$ cat src/rtl/instr_prefetch_queue_pkg.sv
// Shared types and defaults for the instruction prefetch queue.
// Holds the FSM encoding and the queue entry layout.
package instr_prefetch_queue_pkg;

  localparam int unsigned DEPTH_DEF    = 4;
  localparam logic [31:0] RESET_PC_DEF = 32'h0000_0000;

  typedef enum logic {
    FETCH = 1'b0,
    DRAIN = 1'b1
  } state_e;

  typedef struct packed {
    logic [31:0] instr;
    logic [31:0] pc;
  } entry_t;

endpackage

$ cat src/rtl/instr_prefetch_queue_fifo.sv
// Circular buffer of fetched {instr, pc} entries.
// Occupancy is tracked by the owner; this block only moves pointers.
module prefetch_fifo
  import instr_prefetch_queue_pkg::*;
#(
  parameter int unsigned DEPTH = DEPTH_DEF
) (
  input  logic   clk,
  input  logic   rst_n,
  input  logic   push_i,
  input  logic   pop_i,
  input  logic   flush_i,
  input  entry_t wdata_i,
  output entry_t rdata_o
);

  localparam int PW = $clog2(DEPTH);

  entry_t         mem_q [DEPTH];
  logic [PW-1:0]  head_q, head_d;
  logic [PW-1:0]  tail_q, tail_d;

  // next pointer values; flush empties the buffer
  always_comb begin
    head_d = head_q;
    tail_d = tail_q;
    if (flush_i) begin
      head_d = '0;
      tail_d = '0;
    end else begin
      if (pop_i)  head_d = head_q + PW'(1);
      if (push_i) tail_d = tail_q + PW'(1);
    end
  end

  // pointer registers
  always_ff @(posedge clk or negedge rst_n) begin
    if (!rst_n) begin
      head_q <= '0;
      tail_q <= '0;
    end else begin
      head_q <= head_d;
      tail_q <= tail_d;
    end
  end

  // entry storage, written at the tail
  always_ff @(posedge clk) begin
    if (push_i && !flush_i) mem_q[tail_q] <= wdata_i;
  end

  assign rdata_o = mem_q[head_q];

endmodule

$ cat src/rtl/instr_prefetch_queue.sv
// Instruction prefetch queue: issues in-order fetches, buffers
// responses, and drains stale responses after a redirect.
module instr_prefetch_queue
  import instr_prefetch_queue_pkg::*;
#(
  parameter int unsigned DEPTH    = DEPTH_DEF,
  parameter logic [31:0] RESET_PC = RESET_PC_DEF
) (
  input  logic        clk,
  input  logic        reset,
  input  logic        redirect,
  input  logic [31:0] redirect_pc,
  output logic        mem_req,
  output logic [31:0] mem_addr,
  input  logic        mem_gnt,
  input  logic        mem_rvalid,
  input  logic [31:0] mem_rdata,
  output logic        if_valid,
  output logic [31:0] if_instr,
  output logic [31:0] if_pc,
  input  logic        if_ready
);

  localparam int CW = $clog2(DEPTH) + 2;
  localparam logic [CW-1:0] DEPTH_C = CW'(DEPTH);

  state_e         state_q, state_d;
  logic [CW-1:0]  count_q, count_d;
  logic [CW-1:0]  inflight_q, inflight_d;
  logic [CW-1:0]  drop_q, drop_d;
  logic [31:0]    fetch_pc_q, fetch_pc_d;
  logic [31:0]    resp_pc_q, resp_pc_d;
  logic           mem_req_q, mem_req_d;

  logic   transfer, push, pop, ret;
  entry_t wentry, head;

  assign transfer = mem_req_q & mem_gnt;
  assign ret      = mem_rvalid & (state_q == FETCH);
  assign push     = ret & ~redirect;
  assign pop      = (count_q != '0) & if_ready & ~redirect;

  assign wentry.instr = mem_rdata;
  assign wentry.pc    = resp_pc_q;

  prefetch_fifo #(.DEPTH(DEPTH)) u_fifo (
    .clk     (clk),
    .rst_n   (reset),
    .push_i  (push),
    .pop_i   (pop),
    .flush_i (redirect),
    .wdata_i (wentry),
    .rdata_o (head)
  );

  // next-state logic; redirect overrides every other event
  always_comb begin
    state_d    = state_q;
    count_d    = count_q;
    inflight_d = inflight_q;
    drop_d     = drop_q;
    fetch_pc_d = fetch_pc_q;
    resp_pc_d  = resp_pc_q;
    if (redirect) begin
      count_d    = '0;
      inflight_d = '0;
      drop_d     = drop_q + inflight_q
                 + CW'(transfer) - CW'(mem_rvalid);
      fetch_pc_d = {redirect_pc[31:2], 2'b00};
      resp_pc_d  = {redirect_pc[31:2], 2'b00};
      state_d    = (drop_d != '0) ? DRAIN : FETCH;
    end else begin
      if (transfer) fetch_pc_d = fetch_pc_q + 32'd4;
      unique case (state_q)
        FETCH: begin
          count_d    = count_q + CW'(push) - CW'(pop);
          inflight_d = inflight_q + CW'(transfer)
                     - CW'(ret);
          if (push) resp_pc_d = resp_pc_q + 32'd4;
        end
        DRAIN: begin
          if (mem_rvalid) begin
            drop_d = drop_q - CW'(1);
            if (drop_q == CW'(1)) state_d = FETCH;
          end
        end
      endcase
    end
    mem_req_d = ~redirect & (state_d == FETCH)
              & ((count_d + inflight_d) < DEPTH_C);
  end

  // state, counters and registered request
  always_ff @(posedge clk or negedge reset) begin
    if (!reset) begin
      state_q    <= FETCH;
      count_q    <= '0;
      inflight_q <= '0;
      drop_q     <= '0;
      fetch_pc_q <= RESET_PC;
      resp_pc_q  <= RESET_PC;
      mem_req_q  <= 1'b0;
    end else begin
      assert (!(push && count_q == DEPTH_C && !pop));
      state_q    <= state_d;
      count_q    <= count_d;
      inflight_q <= inflight_d;
      drop_q     <= drop_d;
      fetch_pc_q <= fetch_pc_d;
      resp_pc_q  <= resp_pc_d;
      mem_req_q  <= mem_req_d;
    end
  end

  assign mem_req  = mem_req_q;
  assign mem_addr = fetch_pc_q;
  assign if_valid = (count_q != '0);
  assign if_instr = head.instr;
  assign if_pc    = head.pc;

endmodule
$ cat config.mk
export PLATFORM = sky130hd
export DESIGN_NAME = instr_prefetch_queue
export DESIGN_NICKNAME = d
export VERILOG_FILES = /design/src/rtl/instr_prefetch_queue_pkg.sv /design/src/rtl/instr_prefetch_queue_fifo.sv /design/src/rtl/instr_prefetch_queue.sv
export SDC_FILE = /design/constraint.sdc
export NUM_CORES = 1
export LEC_CHECK = 0
export CORE_MARGIN = 4
export CORE_UTILIZATION = 58
export CTS_BUF_LIST = sky130_fd_sc_hd__clkbuf_4
export DETAILED_ROUTE_END_ITERATION = 16
export HOLD_SLACK_MARGIN = 0.12
export PLACE_DENSITY = 0.83
export SYNTH_ARGS = -nofsm -noshare
export SYNTH_HDL_FRONTEND = slang
export SYNTH_SLANG_ARGS = --single-unit
$ cat constraint.sdc
create_clock -name clk -period 4.3 [get_ports clk]
set_input_delay 1.29 -clock clk [delete_from_list [all_inputs] [get_ports clk]]
set_output_delay 1.29 -clock clk [all_outputs]
set_load 0.005 [all_outputs]
---- Yosys cells after proc, flatten, opt, wreduce, memory -nomap -nowiden ----
Memories as Yosys holds them, arrays and structs flattened.
Index checks and enable logic that the tools add are counted.
storage, ports and cells
  flip-flop bits (word level) ............. 82
  bits in writable memories ............... 256
  bits of input ports ..................... 70
  output and inout port bits .............. 98
  memories ................................ 1
memories
  memory        depth  width  rd ports  clocked after Yosys merged registers in  wr ports  RTL line                         RTL
  u_fifo.mem_q  4      64     1         0                                        1         instr_prefetch_queue_fifo.sv:19  entry_t mem_q [DEPTH];
cells by class
  add/sub/neg operators ................... 13
  order comparisons ....................... 1
  equal/unequal tests ..................... 2
  mux-type cells .......................... 23
  bitwise logic cells ..................... 10
  reduce and logical (&&, ||, !) cells .... 11
operators by type and width
  cell                                                                           count
  32-bit two-way mux                                                             5
  32-bit by 3-bit adder with 32-bit output (second input constant)               2
  4-bit two-way mux                                                              7
  4-bit by 1-bit adder with 4-bit output                                         3
  4-bit by 1-bit subtractor with 4-bit output                                    3
  2-bit nonzero test                                                             5
  4-bit adder                                                                    2
  2-bit two-way mux                                                              4
  4-bit nonzero test                                                             2
  1-bit AND                                                                      7
  1-bit two-way mux                                                              7
  2-bit by 1-bit adder with 2-bit output (second input constant)                 2
  4-bit by 1-bit == test with 1-bit output (second input constant)               1
  4-bit by 3-bit less-than comparator with 1-bit output (second input constant)  1
  2-bit AND reduction                                                            2
  4-bit by 1-bit subtractor with 4-bit output (second input constant)            1
  1-bit inverter                                                                 3
  2-bit inequality test (second input constant)                                  1
  1-bit logical AND                                                              1
  1-bit zero test                                                                1

---- Longest topological paths before layout ----
Gate-level depths: netlist of the first run.
  depth in word-level cells ............... 10
  mapped depth ............................ 17
  mapped depth without buffers ............ 16

---- Modules after synthesis ----
A second synthesis of the first run with hierarchy kept.
unflattened totals
  cells, all modules ...................... 833
  area total of the unflattened synthesis .. 14164.8 µm²
modules (own cells, without submodules)
  module                times used  cells each  area an instance (µm²)
  prefetch_fifo         1           359         9520.4
  instr_prefetch_queue  1           474         4644.5

---- Worst setup path before layout of the first run ----
OpenSTA, ideal clock, no wires.
  path type ............................... in2reg
  start ................................... input port mem_rvalid
  end ..................................... register mem_req_q (netlist: mem_req)
  setup time .............................. 0.067 ns
  data arrival time ....................... 4.260 ns
  slack ................................... -0.026 ns
  stages on the path ...................... 16
  buffers on the path ..................... 2
  cell sequence ........................... nor2b_1 buf_2 clkbuf_1 and2_1 inv_1 ha_1 inv_1 ha_1 fa_1 xor2_1 nor2_1 a211oi_1 ha_1 or4_1 a21o_1 nand2_1
on the way
  cells in the longest elaborated chain, start to end .. 9
  elaborated cells on any way between the ends .. 20
  classes of those cells .................. add/sub: 5; order compare: 1; mux: 8; bitwise: 5; reduce/logical: 1
ends and longest elaborated chain
  item                                                   RTL line                     RTL
  start: declaration                                     instr_prefetch_queue.sv:16   input logic mem_rvalid,
  1-bit AND                                              instr_prefetch_queue.sv:39   assign ret = mem_rvalid & (state_q == FETCH);
  1-bit AND                                              instr_prefetch_queue.sv:40   assign push = ret & ~redirect;
  4-bit by 1-bit adder with 4-bit output                 instr_prefetch_queue.sv:76   count_d = count_q + CW'(push) - CW'(pop);
  4-bit by 1-bit subtractor with 4-bit output            instr_prefetch_queue.sv:76
  4-bit two-way mux                                      instr_prefetch_queue.sv:74   unique case (state_q)
  4-bit two-way mux                                      instr_prefetch_queue.sv:64   if (redirect) begin
  net count_d[2]                                         instr_prefetch_queue.sv:28   logic [CW-1:0] count_q, count_d;
  4-bit adder                                            instr_prefetch_queue.sv:90   & ((count_d + inflight_d) < DEPTH_C);
  4-bit by 3-bit less-than comparator with 1-bit output  instr_prefetch_queue.sv:90
  1-bit AND                                              instr_prefetch_queue.sv:90
  net mem_req_d                                          instr_prefetch_queue.sv:33   logic mem_req_q, mem_req_d;
  end signal: assignment                                 instr_prefetch_queue.sv:111  mem_req_q <= mem_req_d;
  end: declaration                                       instr_prefetch_queue.sv:33
The timed path passes the listed nets, and every way through them passes these cells.
A chain may end at the register's enable or synchronous reset.

---- Worst setup path in the final report of the first run ----
  start ................................... input port mem_rvalid
  end ..................................... register mem_req_q (netlist: mem_req)
on the way
  elaborated cells on any way between the ends .. 20
  classes of those cells .................. add/sub: 5; order compare: 1; mux: 8; bitwise: 5; reduce/logical: 1
RTL lines
  item                                                   RTL line                    RTL
  1-bit AND                                              instr_prefetch_queue.sv:39
  4-bit by 1-bit subtractor with 4-bit output            instr_prefetch_queue.sv:78  - CW'(ret);
  4-bit two-way mux                                      instr_prefetch_queue.sv:74
  4-bit two-way mux                                      instr_prefetch_queue.sv:64
  net inflight_d[2]                                      instr_prefetch_queue.sv:29  logic [CW-1:0] inflight_q, inflight_d;
  4-bit adder                                            instr_prefetch_queue.sv:90
  4-bit by 3-bit less-than comparator with 1-bit output  instr_prefetch_queue.sv:90
  1-bit AND                                              instr_prefetch_queue.sv:90
  net mem_req_d                                          instr_prefetch_queue.sv:33
The timed path passes the listed nets, and every way through them passes these cells.

==> results.txt, run 1 <==
----------------------------------------------------
[Placed design]
  Port Buffers ... around 160
  Routability congestion estimate from global placement ... 0.8100
  Detailed placement HPWL ... between 15000 and 20000 µm
  Placed Cells incl. Taps ... 1288
  Setup Slack @ Placement ... -0.3696 ns

[Synthesis]
  Mapped Avg Cell Area ... 16.84 µm²
  Synthesis-stage register bit count ... 326
  Synth warnings ... 0
  Post-synth top flop ... sky130_fd_sc_hd__edfxtp_1
  Xor-xnor portion of the synthesized cell area ... 4.387%
  Synthesized-area fraction occupied by and/or/nand/nor cells ... 6.811%
  Number of unique standard cell types used by synthesis ... 56
  Share of async-settable or async-resettable flops after synthesis ... 23.93%
  Adder-Cell Fraction of Synth Area ... 2.761%
  Combinational family with the most area after synthesis ... multiplexers
  Post-synthesis instance area ... 13780 µm²
  Compound-cell area share of the yosys netlist ... 2.270%
  Synth Instances ... 818
  Fraction of the yosys area taken by sequential cells ... 68.22%
  Count of flip-flops with a built-in enable after synthesis ... about 250
  Mux contribution to synthesized area ... 13.59%

[STA]
  Min cycle time layout ... 3.998 ns
  Slew at the pin closest to its max-slew limit ... 0.8882 ns
  Setup-failing EPs final ... 0
  Setup repair after global routing missed its margin ... false
  Period utilisation layout ... 92.98%
  Rel. slew slack ... between 40% and 50%
  Maximum frequency from static timing analysis ... 250.1 MHz
  Setup ws final ... 0.3017 ns
  Worst clock skew ... 0.03409 ns
  Max-slew violation count ... 0
  Number of hold violations in the final report ... 0

[Clock network]
  Number of sinks on the clock net ... 326
  Post-cts repair resize count ... 0
  # hold bufs at CTS ... 0
  CTS tree ... yes
  Clock root buffer ... sky130_fd_sc_hd__clkbuf_4
  Maximum level of the CTS H-tree ... 3
  Count of buffers added by post-CTS timing repair for setup ... 0
  Maximum count of clock buffers along a single path ... 3
  Clock input transition at the sequential cells of the worst setup and hold paths ... 0.07 ns
  Worst-skew pair later-pin latency ... 0.66 ns
  Inserted Clock Buffers ... 81

[Floorplan]
  Number of ports placed on the die boundary ... ~170
  Placeable core region ... 23400 µm²
  Placement Rows ... 56
  Starting Density ... 58.87%
  Die Area ... ~26000 µm²
  Vertical extent of the die ... around 160 µm
  Die width ... ~160 µm

[Global routing]
  Wire length of the first global-routing pass ... between 40000 and 50000 µm
  Overflow left after global routing ... 0
  Global-route total usage across every layer ... 20.73%
  Initial antenna violation count ... 1
  Maximum number of pins on one net before global-route repair ... 79
  Via count of the first global-routing pass ... 8193

[Critical path]
  Worst Path Class, Setup ... in2reg
  Critical Path RT ... slightly below 5 ns
  Type of origin of the critical path ... input pin
  Worst EP arrival ... 4.59 ns
  Flop-to-flop setup slack ... just under 1 ns
  Sort of element at the end of the critical path ... register
  Worst-path maximum fanout ... 15

[Layout]
  Proportion of layout cells with a drive suffix above 1 ... 23.99%
  Cell Count, Final, Fillers Out ... 1429
  Final-stage net count ... around 1.2k
  Number of inserted filler cells in the final layout ... 1567
  Layout Area Growth over Synthesis ... 23.13%
  Final standard cell utilization of the core ... 72.49%

[Drt]
  Via density per instance ... between 5 and 6
  Residual DRC count ... 0
  Drt initial violations ... 531
  Antenna viol nets, final ... 0
  Number of detailed-routing iterations run before antenna repair ... 5
  Sum of met3 wire segment lengths after detailed routing ... 1852 µm
  Top sig layer ... met4
  Post-Route WL ... ~27000 µm
  WL met2 ... 12980 µm
  Wirelength per Cell ... ~19 µm
  Total number of vias ... slightly below 8k
  Wire length the detailed router placed on met1 ... 11420 µm

[Power]
  Total power consumption of the routed design ... 7821 µW
  PD cells ... 461.0 nW/µm²
  LEAKAGE ... 0.005997 µW
  Largest voltage drop on the vdd net ... about 0.34 mV

[Status]
  Status ... finished, final reports clean

[Job]
  Count of maximum capacitance violations ... 0

[Hold path]
  Hold Crit Class ... reg2reg

----------------------------------------------------
==> cells by family after synthesis <==
logic type,count (synthesis)
simple gates,174
mux,105
compound gates,51
fa+ha+maj,28
flops,326
xor+xnor,69
other cells,1
buf+inv,64
==> final timing paths <==
check                                   start                   to  depth (start not counted)
worst max-delay path               mem_rvalid              mem_req                         15
worst min-delay path            resp_pc_q[30]  u_fifo.mem_q[1][30]                          0
worst max register to register     count_q[2]              mem_req                         16
worst min register to register  resp_pc_q[30]  u_fifo.mem_q[1][30]                          0
max in group asynchronous               reset        resp_pc_q[20]                          2
min in group asynchronous               reset        resp_pc_q[31]                          1
==> layout make-up <==
| cell class | count | area (µm²) | share of cell area (%) |
|---|---|---|---|
| diodes | 1 | 2.502 | 0.01475 |
| clock buffers | 115 | 863.3 | 5.089 |
| clock inverters | 25 | 205.2 | 1.210 |
| inverters | 28 | 105.1 | 0.6196 |
| multi-input cells | 431 | 4128 | 24.33 |
| flip-flops and latches | 326 | 9404 | 55.44 |
| well taps | 319 | 399.1 | 2.353 |
| repair buffers | 184 | 1857 | 10.95 |
==> stage by stage <==
stage               instance area, µm²  setup TNS [ns]  hold WS [ns]
finish                           16960               0        0.5560
global route                     16960               0        0.5924
CTS                              16960               0        0.5659
detailed placement               15890         -0.3696        0.5523
global placement                 15890         -0.3149        0.5388
floorplan                        13790               0        0.4952
==> layer usage <==
metal | vias to the layer above | GRT usage, %
met4 | 0 | 6.267
met3 | 33 | 4.923
met1 | 3886 | 28.94
li1 | 3648 | -
met2 | 299 | 33.16
met5 | - | 0
==> Yosys cell counts, types with 2 or more instances <==
library cell                instances  area share (%)
sky130_fd_sc_hd__a21oi_1           28             1.0
sky130_fd_sc_hd__xor2_1            32             2.0
sky130_fd_sc_hd__a21o_1             3            0.16
sky130_fd_sc_hd__inv_1             26            0.71
sky130_fd_sc_hd__nor3_1             7            0.25
sky130_fd_sc_hd__fa_1               4            0.58
sky130_fd_sc_hd__and4_1             4            0.25
sky130_fd_sc_hd__o2bb2ai_1          2            0.13
sky130_fd_sc_hd__a2111oi_0          2            0.13
sky130_fd_sc_hd__a31oi_1            3            0.14
sky130_fd_sc_hd__nand4_1           12            0.54
sky130_fd_sc_hd__or3_1              3            0.14
sky130_fd_sc_hd__buf_1              3           0.082
sky130_fd_sc_hd__a211oi_1           2            0.11
sky130_fd_sc_hd__xnor2_1           37             2.4
sky130_fd_sc_hd__clkbuf_1          20            0.54
sky130_fd_sc_hd__edfxtp_1         248              54
sky130_fd_sc_hd__mux4_2            62              10
sky130_fd_sc_hd__buf_2              9            0.33
sky130_fd_sc_hd__mux2i_1            7            0.51
sky130_fd_sc_hd__clkinv_1           2           0.055
sky130_fd_sc_hd__nand4_2            2            0.18
sky130_fd_sc_hd__dfrtp_1           78              14
sky130_fd_sc_hd__nor2b_1            2           0.091
sky130_fd_sc_hd__nor4_1             6            0.27
sky130_fd_sc_hd__buf_4              4            0.22
sky130_fd_sc_hd__nand3_1           25            0.91
sky130_fd_sc_hd__nor3_2             2            0.15
sky130_fd_sc_hd__and2_1             5            0.23
sky130_fd_sc_hd__and3_1            13            0.59
sky130_fd_sc_hd__mux2_2            36             2.9
sky130_fd_sc_hd__nor2_1            42             1.1
sky130_fd_sc_hd__ha_1              24             2.2
sky130_fd_sc_hd__o21ai_0            4            0.15
sky130_fd_sc_hd__nand2_1           38             1.0
==> critical path, stage by stage <==
cell,delay (ns)
sky130_fd_sc_hd__clkdlybuf4s50_1,0.42
sky130_fd_sc_hd__nor2b_1,0.14
sky130_fd_sc_hd__buf_4,0.13
sky130_fd_sc_hd__buf_4,0.18
sky130_fd_sc_hd__ha_1,0.29
sky130_fd_sc_hd__inv_1,0.05
sky130_fd_sc_hd__ha_1,0.19
sky130_fd_sc_hd__fa_1,0.38
sky130_fd_sc_hd__xor2_1,0.17
sky130_fd_sc_hd__nor2_1,0.06
sky130_fd_sc_hd__a211oi_1,0.28
sky130_fd_sc_hd__ha_1,0.30
sky130_fd_sc_hd__or4_1,0.50
sky130_fd_sc_hd__a21o_1,0.16
sky130_fd_sc_hd__nand2_1,0.06
==> cells in the final DEF (no fill, tap or decap), drive strengths merged, types with 5 or more instances in the layout <==
cell type      count
edfxtp           248
clkdlybuf4s50    160
clkbuf           115
dfrtp             78
mux4              62
nor2              42
nand2             38
xnor2             37
mux2              36
xor2              32
inv               29
a21oi             28
nand3             26
ha                24
buf               24
clkinv            20
nand4             15
and3              13
nor3               9
nor4               8
mux2i              7
and2               5
and4               5
o21ai              5
==> power breakdown <==
group          internal (µW)  leakage, µW  switching [µW]  total (µW)
registers               3560      0.00315             158        3720
clock network           1470     0.000636            1170        2640
logic                    828      0.00221             628        1460
==> flip-flops by register name (all words and copies together), names as in the netlist <==
| register | cells |
|---|---|
| u_fifo.tail_q | 2 |
| count_q | 4 |
| mem_req | 1 |
| resp_pc_q | 30 |
| inflight_q | 4 |
| mem_addr | 30 |
| u_fifo.head_q | 2 |
| drop_q | 4 |
| u_fifo.mem_q | 248 |
| state_q | 1 |
Note: power is estimated with default switching activity, not from simulation.
==> inputs of run 2 (changes only) <==
--- a/config.mk
+++ b/config.mk
@@ -10,6 +10,7 @@
 export CTS_BUF_LIST = sky130_fd_sc_hd__clkbuf_4
 export DETAILED_ROUTE_END_ITERATION = 16
 export HOLD_SLACK_MARGIN = 0.12
+export MAX_ROUTING_LAYER = met4
 export PLACE_DENSITY = 0.83
 export SYNTH_ARGS = -nofsm -noshare
 export SYNTH_HDL_FRONTEND = slang
==> results.txt, run 2 (synthesized netlist as in run 1, its figures left out) <==
----------------------------------------------------
[Status]
  Status ... finished, final reports clean

[Hold path]
  Cell count of the worst hold path ... 0 (unchanged)
  Hold Crit Class ... reg2reg

[Layout]
  Proportion of layout cells with a drive suffix above 1 ... 23.99% (unchanged)
  Number of inserted filler cells in the final layout ... 1567 (unchanged)
  Commonest cells after routing, fill and taps aside ... 248 x sky130_fd_sc_hd__edfxtp_1, 160 x sky130_fd_sc_hd__clkdlybuf4s50_1, 115 x sky130_fd_sc_hd__clkbuf_4
  Leading cell type in the layout, fill and taps excluded ... sky130_fd_sc_hd__edfxtp_1
  Largest register by flop count ... u_fifo.mem_q
  Area taken by multi-input logic gates ... 4128 µm² (unchanged)
  Final standard cell utilization of the core ... 72.49% (unchanged)
  Layout Area Growth over Synthesis ... 23.13% (unchanged)
  Cell Count, Final, Fillers Out ... 1429 (unchanged)
  Area taken by flip-flops and latches ... 9404 µm² (unchanged)
  Flip-flop count of the largest register, all copies and words added ... 248 (unchanged)
  Final-stage net count ... 1150 (unchanged)

[Critical path]
  Type of origin of the critical path ... input pin
  Sort of element at the end of the critical path ... register
  Critical Path RT ... 4.89 ns (about the same)
  Worst EP arrival ... 4.59 ns (about the same)
  Worst-path maximum fanout ... 15 (unchanged)
  Number of cells traversed by the worst register-to-register path ... 16 (unchanged)
  Worst Path Class, Setup ... in2reg

[STA]
  Setup-failing EPs final ... 0 (unchanged)
  Number of hold violations in the final report ... 0 (unchanged)
  Hold slack ... 0.5543 ns (-0.001702 ns)
  Setup Total Neg Slack ... 0 ns (unchanged)
  Setup repair after global routing missed its margin ... false
  Slew at the pin closest to its max-slew limit ... 0.8757 ns (-0.01250 ns)
  Maximum frequency from static timing analysis ... 250.1 MHz (about the same)
  Min cycle time layout ... 3.998 ns (-0.0003140 ns)
  Max-slew violation count ... 0 (unchanged)
  Period utilisation layout ... 92.98% (about the same)
  Worst clock skew ... 0.03086 ns (-0.003233 ns)
  Rel. slew slack ... 41.62% (+0.83 points)

[Placed design]
  Routability congestion estimate from global placement ... 0.8219 (+1.5%)
  Port Buffers ... 161 (unchanged)
  Placed Cells incl. Taps ... 1288 (unchanged)
  Detailed placement HPWL ... 16790 µm (unchanged)

[Drt]
  Wirelength per Cell ... 18.61 µm (-0.11%)
  Drt initial violations ... 553 (+4.1%)
  Residual DRC count ... 0 (unchanged)
  Post-Route WL ... 26590 µm (-0.11%)
  Antenna viol nets, final ... 0 (unchanged)
  Number of detailed-routing iterations run before antenna repair ... 5 (unchanged)
  Via density per instance ... 5.499 (-0.10%)
  Total number of vias ... 7858 (-0.10%)

[Floorplan]
  Die Area ... 26280 µm² (unchanged)
  Placeable core region ... 23400 µm² (unchanged)
  Starting Density ... 58.87% (unchanged)
  Number of ports placed on the die boundary ... 168 (unchanged)
  Placement Rows ... 56 (unchanged)
  Vertical extent of the die ... 162.1 µm (unchanged)
  Die width ... 162.1 µm (unchanged)

[Global routing]
  Overflow left after global routing ... 0 (unchanged)
  Maximum number of pins on one net before global-route repair ... 79 (unchanged)
  Global-route total usage across every layer ... 21.36% (+0.63 points)
  Initial antenna violation count ... 1 (unchanged)
  Via count of the first global-routing pass ... 8171 (-0.27%)
  Wire length of the first global-routing pass ... 42740 µm (about the same)

[Job]
  Count of maximum capacitance violations ... 0 (unchanged)

[Clock network]
  Post-cts repair resize count ... 0 (unchanged)
  Inserted Clock Buffers ... 81 (unchanged)
  Clock input transition at the sequential cells of the worst setup and hold paths ... 0.07 ns (about the same)
  CTS tree ... yes
  Worst-skew pair later-pin latency ... 0.66 ns (about the same)
  # hold bufs at CTS ... 0 (unchanged)
  Number of sinks on the clock net ... 326 (unchanged)
  Maximum level of the CTS H-tree ... 3 (unchanged)
  Count of buffers added by post-CTS timing repair for setup ... 0 (unchanged)
  Maximum count of clock buffers along a single path ... 3 (unchanged)
  Clock root buffer ... sky130_fd_sc_hd__clkbuf_4

[Power]
  LEAKAGE ... 0.005997 µW (unchanged)
  PD cells ... 461.0 nW/µm² (about the same)
  Largest voltage drop on the vdd net ... 0.3350 mV (-0.23%)
  Total power consumption of the routed design ... 7821 µW (about the same)

----------------------------------------------------
[run 2: power by group]
part	internal [µW]	leakage [µW]	switching (µW)	total [µW]
logic	828	0.00221	628	1460
registers	3560	0.00315	157	3720
clock network	1470	0.000636	1170	2640
total	5860	0.00600	1960	7820
[run 2: layer usage]
layer  part of all wire (%)  global-route usage [%]  vias up
met5                      0                       -        -
met4                    1.5                   6.267        0
met3                    6.5                   4.415       40
met2                     49                   33.01      291
met1                     43                   29.44     3875
li1                       -                       -     3652
[run 2: metrics by stage]
| stage | area [µm²] | setup slack [ns] |
|---|---|---|
| after detailed placement | 15890 | -0.3696 |
| after global routing | 16960 | 0.1850 |
| final | 16960 | 0.3020 |
| after global placement | 15890 | -0.3149 |
| after floorplan | 13790 | 0.06547 |
| after CTS | 16960 | 0.2665 |
[run 2: worst paths after layout]
check                              start                  end  slack (ns)
max                           mem_rvalid              mem_req        0.30
max in group asynchronous          reset         mem_addr[17]        2.94
max reg2reg                   count_q[2]              mem_req        0.97
min in group asynchronous          reset        resp_pc_q[31]        0.61
min                        resp_pc_q[30]  u_fifo.mem_q[1][30]        0.55
min reg2reg                resp_pc_q[30]  u_fifo.mem_q[1][30]        0.55
[run 2: area by class of cell]
type	count	share of cell area [%]
clock inverters	25	1.210
flip-flops and latches	326	55.44
repair buffers	184	10.95
clock buffers	115	5.089
well taps	319	2.353
inverters	28	0.6196
multi-input cells	431	24.33
diodes	1	0.01475
[run 2: worst max-delay path, stage by stage]
cell,delay (ns)
sky130_fd_sc_hd__clkdlybuf4s50_1,0.43
sky130_fd_sc_hd__nor2b_1,0.14
sky130_fd_sc_hd__buf_4,0.13
sky130_fd_sc_hd__buf_4,0.18
sky130_fd_sc_hd__ha_1,0.29
sky130_fd_sc_hd__inv_1,0.05
sky130_fd_sc_hd__ha_1,0.19
sky130_fd_sc_hd__fa_1,0.38
sky130_fd_sc_hd__xor2_1,0.17
sky130_fd_sc_hd__nor2_1,0.05
sky130_fd_sc_hd__a211oi_1,0.28
sky130_fd_sc_hd__ha_1,0.30
sky130_fd_sc_hd__or4_1,0.50
sky130_fd_sc_hd__a21o_1,0.16
sky130_fd_sc_hd__nand2_1,0.06
==> inputs of run 3 (changes only) <==
--- a/config.mk
+++ b/config.mk
@@ -8,6 +8,7 @@
 export CORE_MARGIN = 4
 export CORE_UTILIZATION = 58
 export CTS_BUF_LIST = sky130_fd_sc_hd__clkbuf_4
+export CTS_CLUSTER_DIAMETER = 200
 export DETAILED_ROUTE_END_ITERATION = 16
 export HOLD_SLACK_MARGIN = 0.12
 export MAX_ROUTING_LAYER = met4
==> results of run 3 <==
Same layout as run 2: the final DEF is identical, and so are final timing and power.
